## src/rtl/alu_share_arbiter.sv

```systemverilog
`default_nettype none
// ============================================================================
// Module  : alu_share_arbiter
// Brief   : Round-robin sharing of one combinational ALU between two
//           valid/ready requester ports, one operation in flight at a time.
// Rev     : 1.0
// ============================================================================
module alu_share_arbiter #(
  parameter int DATA_WIDTH = 32,
  parameter int OP_WIDTH   = 4
) (
  input  logic                  clk,
  input  logic                  reset,

  input  logic                  req0_valid_i,
  output logic                  req0_ready_o,
  input  logic [OP_WIDTH-1:0]   req0_op_i,
  input  logic [DATA_WIDTH-1:0] req0_a_i,
  input  logic [DATA_WIDTH-1:0] req0_b_i,
  output logic                  rsp0_valid_o,
  input  logic                  rsp0_ready_i,
  output logic [DATA_WIDTH-1:0] rsp0_data_o,
  output logic                  rsp0_zero_o,

  input  logic                  req1_valid_i,
  output logic                  req1_ready_o,
  input  logic [OP_WIDTH-1:0]   req1_op_i,
  input  logic [DATA_WIDTH-1:0] req1_a_i,
  input  logic [DATA_WIDTH-1:0] req1_b_i,
  output logic                  rsp1_valid_o,
  input  logic                  rsp1_ready_i,
  output logic [DATA_WIDTH-1:0] rsp1_data_o,
  output logic                  rsp1_zero_o,

  output logic [OP_WIDTH-1:0]   alu_operation_o,
  output logic [DATA_WIDTH-1:0] alu_a_o,
  output logic [DATA_WIDTH-1:0] alu_b_o,
  input  logic [DATA_WIDTH-1:0] alu_data_i,
  input  logic                  alu_zero_i
);

  typedef enum logic [1:0] {
    ST_IDLE = 2'd0,
    ST_EXEC = 2'd1,
    ST_RESP = 2'd2
  } state_t;

  state_t                r_state;
  state_t                w_state_nxt;
  logic                  r_ptr;
  logic                  r_owner;
  logic [OP_WIDTH-1:0]   r_op;
  logic [DATA_WIDTH-1:0] r_a;
  logic [DATA_WIDTH-1:0] r_b;
  logic [DATA_WIDTH-1:0] r_res;
  logic                  r_zero;

  logic w_any_req;
  logic w_grant;
  logic w_accept;
  logic w_rsp_done;

  // Ready is gated by reset so no handshake is offered while reset is held.
  always_comb begin
    w_any_req   = req0_valid_i | req1_valid_i;
    w_grant     = (req0_valid_i & req1_valid_i) ? r_ptr : req1_valid_i;
    w_accept    = reset & (r_state == ST_IDLE) & w_any_req;
    w_rsp_done  = (r_state == ST_RESP) & (r_owner ? rsp1_ready_i : rsp0_ready_i);
    w_state_nxt = r_state;
    case (r_state)
      ST_IDLE: if (w_accept)   w_state_nxt = ST_EXEC;
      ST_EXEC:                 w_state_nxt = ST_RESP;
      ST_RESP: if (w_rsp_done) w_state_nxt = ST_IDLE;
      default:                 w_state_nxt = ST_IDLE;
    endcase
  end

  always_ff @(posedge clk or negedge reset) begin
    if (!reset) begin
      r_state <= ST_IDLE;
    end else begin
      r_state <= w_state_nxt;
    end
  end

  always_ff @(posedge clk or negedge reset) begin
    if (!reset) begin
      r_ptr   <= 1'b0;
      r_owner <= 1'b0;
      r_op    <= '0;
      r_a     <= '0;
      r_b     <= '0;
      r_res   <= '0;
      r_zero  <= 1'b0;
    end else begin
      if (w_accept) begin
        r_owner <= w_grant;
        r_op    <= w_grant ? req1_op_i : req0_op_i;
        r_a     <= w_grant ? req1_a_i  : req0_a_i;
        r_b     <= w_grant ? req1_b_i  : req0_b_i;
      end
      if (r_state == ST_EXEC) begin
        r_res  <= alu_data_i;
        r_zero <= alu_zero_i;
      end
      // Pointer only advances when a response completes, never on idle cycles.
      if (w_rsp_done) begin
        r_ptr <= ~r_owner;
      end
    end
  end

  assign req0_ready_o    = w_accept & ~w_grant;
  assign req1_ready_o    = w_accept &  w_grant;
  assign rsp0_valid_o    = (r_state == ST_RESP) & ~r_owner;
  assign rsp1_valid_o    = (r_state == ST_RESP) &  r_owner;
  assign rsp0_data_o     = r_res;
  assign rsp1_data_o     = r_res;
  assign rsp0_zero_o     = r_zero;
  assign rsp1_zero_o     = r_zero;

  // ALU inputs come only from the latched operands so they change at accept edges.
  assign alu_operation_o = r_op;
  assign alu_a_o         = r_a;
  assign alu_b_o         = r_b;

endmodule
`default_nettype wire
```

## config.mk

```make
export PLATFORM = sky130hd
export DESIGN_NAME = alu_share_arbiter
export DESIGN_NICKNAME = d
export VERILOG_FILES = /design/src/rtl/alu_share_arbiter.sv
export SDC_FILE = /design/constraint.sdc
export NUM_CORES = 1
export LEC_CHECK = 0
export BUFFER_PORTS_ARGS = -buffer_cell sky130_fd_sc_hd__buf_4
export CORE_AREA = 2 2 123 125
export DETAILED_ROUTE_END_ITERATION = 7
export DIE_AREA = 0 0 125 127
export MAX_ROUTING_LAYER = met4
export PLACE_DENSITY = 0.66
export SKIP_CTS_REPAIR_TIMING = 1
export SYNTH_ARGS = -nofsm -noshare
export SYNTH_HDL_FRONTEND = slang
export SYNTH_SLANG_ARGS = --single-unit
```

## constraint.sdc

```tcl
create_clock -name clk -period 2.1 [get_ports clk]
set_input_delay 0.42 -clock clk [delete_from_list [all_inputs] [get_ports clk]]
set_output_delay 0.42 -clock clk [all_outputs]
set_load 0.1 [all_outputs]
```

Yosys cells after proc, flatten, opt, wreduce, memory -nomap -nowiden. Index checks and enable logic that the tools add are counted.

Bits in writable memories: 0. Memory bits (read-only): 0. Bits in latches: 0. Logic and storage cells: 33. Memories: 0. Output and inout bits: 138. Register bits after elaboration: 105.

Bitwise gates (word level): 11. $lt $le $gt $ge: 0. Div/mod/pow operators: 0. Reduce and logical (&&, ||, !) cells: 2. Mux-type cells: 8. Shift-type cells: 0. $mul: 0. $add $sub $neg: 0. Equal/unequal tests: 4.

Operator list (count): $mux 32 (2); $and 1x1->1 (8); $pmux 2 s3 (1); $mux 2 (2); $mux 4 (1); $ne 2x2->1 const B (2); $eq 2x1->1 const B (1); $eq 2x2->1 const B (1); $logic_not 2->1 (1); $mux 1 (2); $not 1->1 (2); $reduce_and 2->1 (1); $or 1x1->1 (1).

Longest topological paths before layout.
Depth after elaboration: 5. Gate-level depth with buffers: 7. Gate-level depth less buffers: 3.

Worst setup path before layout. Ideal clock, no wire load.

Path kind: reg2out. From: reg r_state[1]. To: out req1_ready_o. Buffers on the path: 3. Setup slack: -0.327 ns. Data arrival time: 2.007 ns. Cell stages (with the launch flop): 6. Path through: dfrtp_1 -> or3b_1 -> buf_2 -> buf_6 -> buf_6 -> nor3b_4.

Word-level cells in the longest chain between the ends: 4.

RTL lines: start, declared (RTL line 48) `state_t r_state;`; start signal, assigned (RTL line 82) `r_state <= w_state_nxt;`; $logic_not 2->1 (RTL line 67) `w_accept = reset & (r_state == ST_IDLE) & w_any_req;`; $and 1x1->1 (2 in a row) (RTL line 67); $and 1x1->1 (RTL line 114) `assign req1_ready_o = w_accept & w_grant;`; end, declared (RTL line 26) `output logic req1_ready_o,`.

Every way passes these cells.

Final worst setup path.
From: reg r_state[0]. To: out req1_ready_o.

Same word-level chain as after synthesis.

==> out/metrics.yaml <==
core-area_mm2: 0.0144
required_ps: 1680
grt_pass1_vias: 4591
syn_inst: 439
synth_area_leader_cell: "dfrtp_1"
status: "complete, but fails checks"
start_util_pct: 33.7
end_kind: "primary output"
routed_wl_um: 16200
die_height_um: 127
grt_pass1_wl_um: 24600
wl_per_cell_um: 18.1
num_rows: 44
async_flop_share_pct: 100
avgSynthCellArea_um2: 11.1
track_usage_pct: 20.0
cap_violations: 0
fillers: 1344
drc: 0
cts_made_buffers: 9
numPortBuffers: 312
vias: 4531
pin_count: 313
place_congestion: 0.817
insertion_delay_ps: 350
path_class: "register to primary output"
dp_hpwl_um: 11900
grt_antenna_before_repair: 0
tritoncts: "yes"
synth_nets: 614
regArea_mm2: 0.00263
syn_to_final_growth_pct: 55.5
violations: "setup timing"
antenna_cells: 0
fin_crit_sh_pct: 100
viasPerCell: 5.07
synth.most_common_cell: "dfrtp_1"
dp_worst_setup_slack_ps: 66.2
final_nets: 880
tightestPinTransition_ps: 741
root_buffer: "clkbuf_16"
die_w_um: 125
drive_gt1_share_pct: 54.9
yosysSeqAreaShare_pct: 54.0
synth_top_area_share_pct: 54.0
ys_warn_count: 0
finClkSkew_ps: 12.5
yosysUniqueCellTypes: 24
overflow: 0
path_clk_slew_ps: 80
syn_area_mm2: 0.00486
synth_ff_type: "dfrtp_1"
setup_viol: 1
slew_headroom_pct: 50.6
fin_crit_ps: 2100
grt_max_degree: 60
startpoint_type: "register"
yosys-top-cells-area: "dfrtp_1 (54%), a221o_1 (14%), mux2_2 (7.6%), nor3_1 (7.0%), nand2_1 (5.3%)"
critPathMaxFanout: 3
cts.path.max_buffers: 2
worst_slack_ps: -0.991
synth_edf_count: 0
hold_viol_final: 0
first_pass_iters: 4
hold_path.class: "input pin to asynchronous set/reset pin"
ant_nets: 0
arrival_ps: 1680
final_max_slew_viol_count: 0
synthTopCellsByCount: "dfrtp_1 (105), nand2_1 (69), nor3_1 (68), a221o_1 (66)"
cts.sinks: 105
maxClockFrequency_mhz: 476
design.die.area_mm2: 0.0159
drt-initial-drc-count: 211
h-tree-depth: 3
rsz0062_at_grt: "true"
synth-seq-cells: 105
multi_input_area_mm2: 0.00179
[cell usage in the layout, fill, tap and decap left out, drive strengths merged, types with 2 or more instances in the layout]
cell	instances
nor3	68
nor2	2
o21ai	4
inv	4
nand2	69
nand2b	2
clkbuf	11
bufinv	2
a221o	68
buf	331
mux2	33
dfrtp	105
and3	2
nor3b	2
[final cells by class]
cell class	instances	share of cell area [%]
multi-input cells	255	23.7
repair buffers	331	33.9
clock buffers	11	3.34
flip-flops and latches	105	34.8
inverters	3	0.149
well taps	184	3.04
clock inverters	5	1.13
[worst paths after layout]
path                       slack [ps]  cells past startpoint        start            to
max                                -1                      3   r_state[0]  req1_ready_o
min                                80                      2        reset   alu_a_o[16]
max reg2reg                       240                      4   r_state[1]   alu_b_o[31]
min reg2reg                       510                      1  alu_b_o[27]   alu_b_o[27]
max in group asynchronous         810                      3        reset    alu_a_o[2]
min in group clk                  300                      2  req0_b_i[8]    alu_b_o[8]
[worst max-delay path, cell delays in order (launching register included)]
cell and delay [ps]:
dfrtp_2 410, or3b_4 420, nor3b_4 290, buf_12 220
[through the flow]
stage	cells	TNS, ps	cell area [um2]	utilization (%)	hold slack (ps)
finish	894	-0.991	7560	52.4	84.9
global route	894	-44.4	7560	52.4	90.3
CTS	891	-189	7520	52.2	79.3
detailed placement	875	0	7190	49.8	453
global placement	875	0	7190	49.8	444
floorplan	439	-435	4870	-	124
[logic make-up after synthesis]
| logic type | share of synthesized area, % |
|---|---|
| simple gates | 13.8 |
| mux | 7.64 |
| flops | 54.0 |
| buf+inv | 9.65 |
| compound gates | 14.8 |
[state kept, by name, summed over array words and instances, names as in the netlist]
name	cells
alu_a_o	32
alu_b_o	32
rsp0_data_o	32
alu_operation_o	4
r_state	2
r_owner	1
r_ptr	1
rsp0_zero_o	1
[per-layer routing]
layer / routed length (um) / up-vias / track usage [%]
met1: 6460 / 2192 / 23.4
met2: 8350 / 203 / 35.0
met5: 0 / - / -
met3: 1040 / 23 / 3.85
met4: 333 / 0 / 6.60
li1: - / 2113 / -
Power is left out: the tool's default activity adds up to more than one toggle a clock period on the data nets, which glitch-free logic cannot reach.
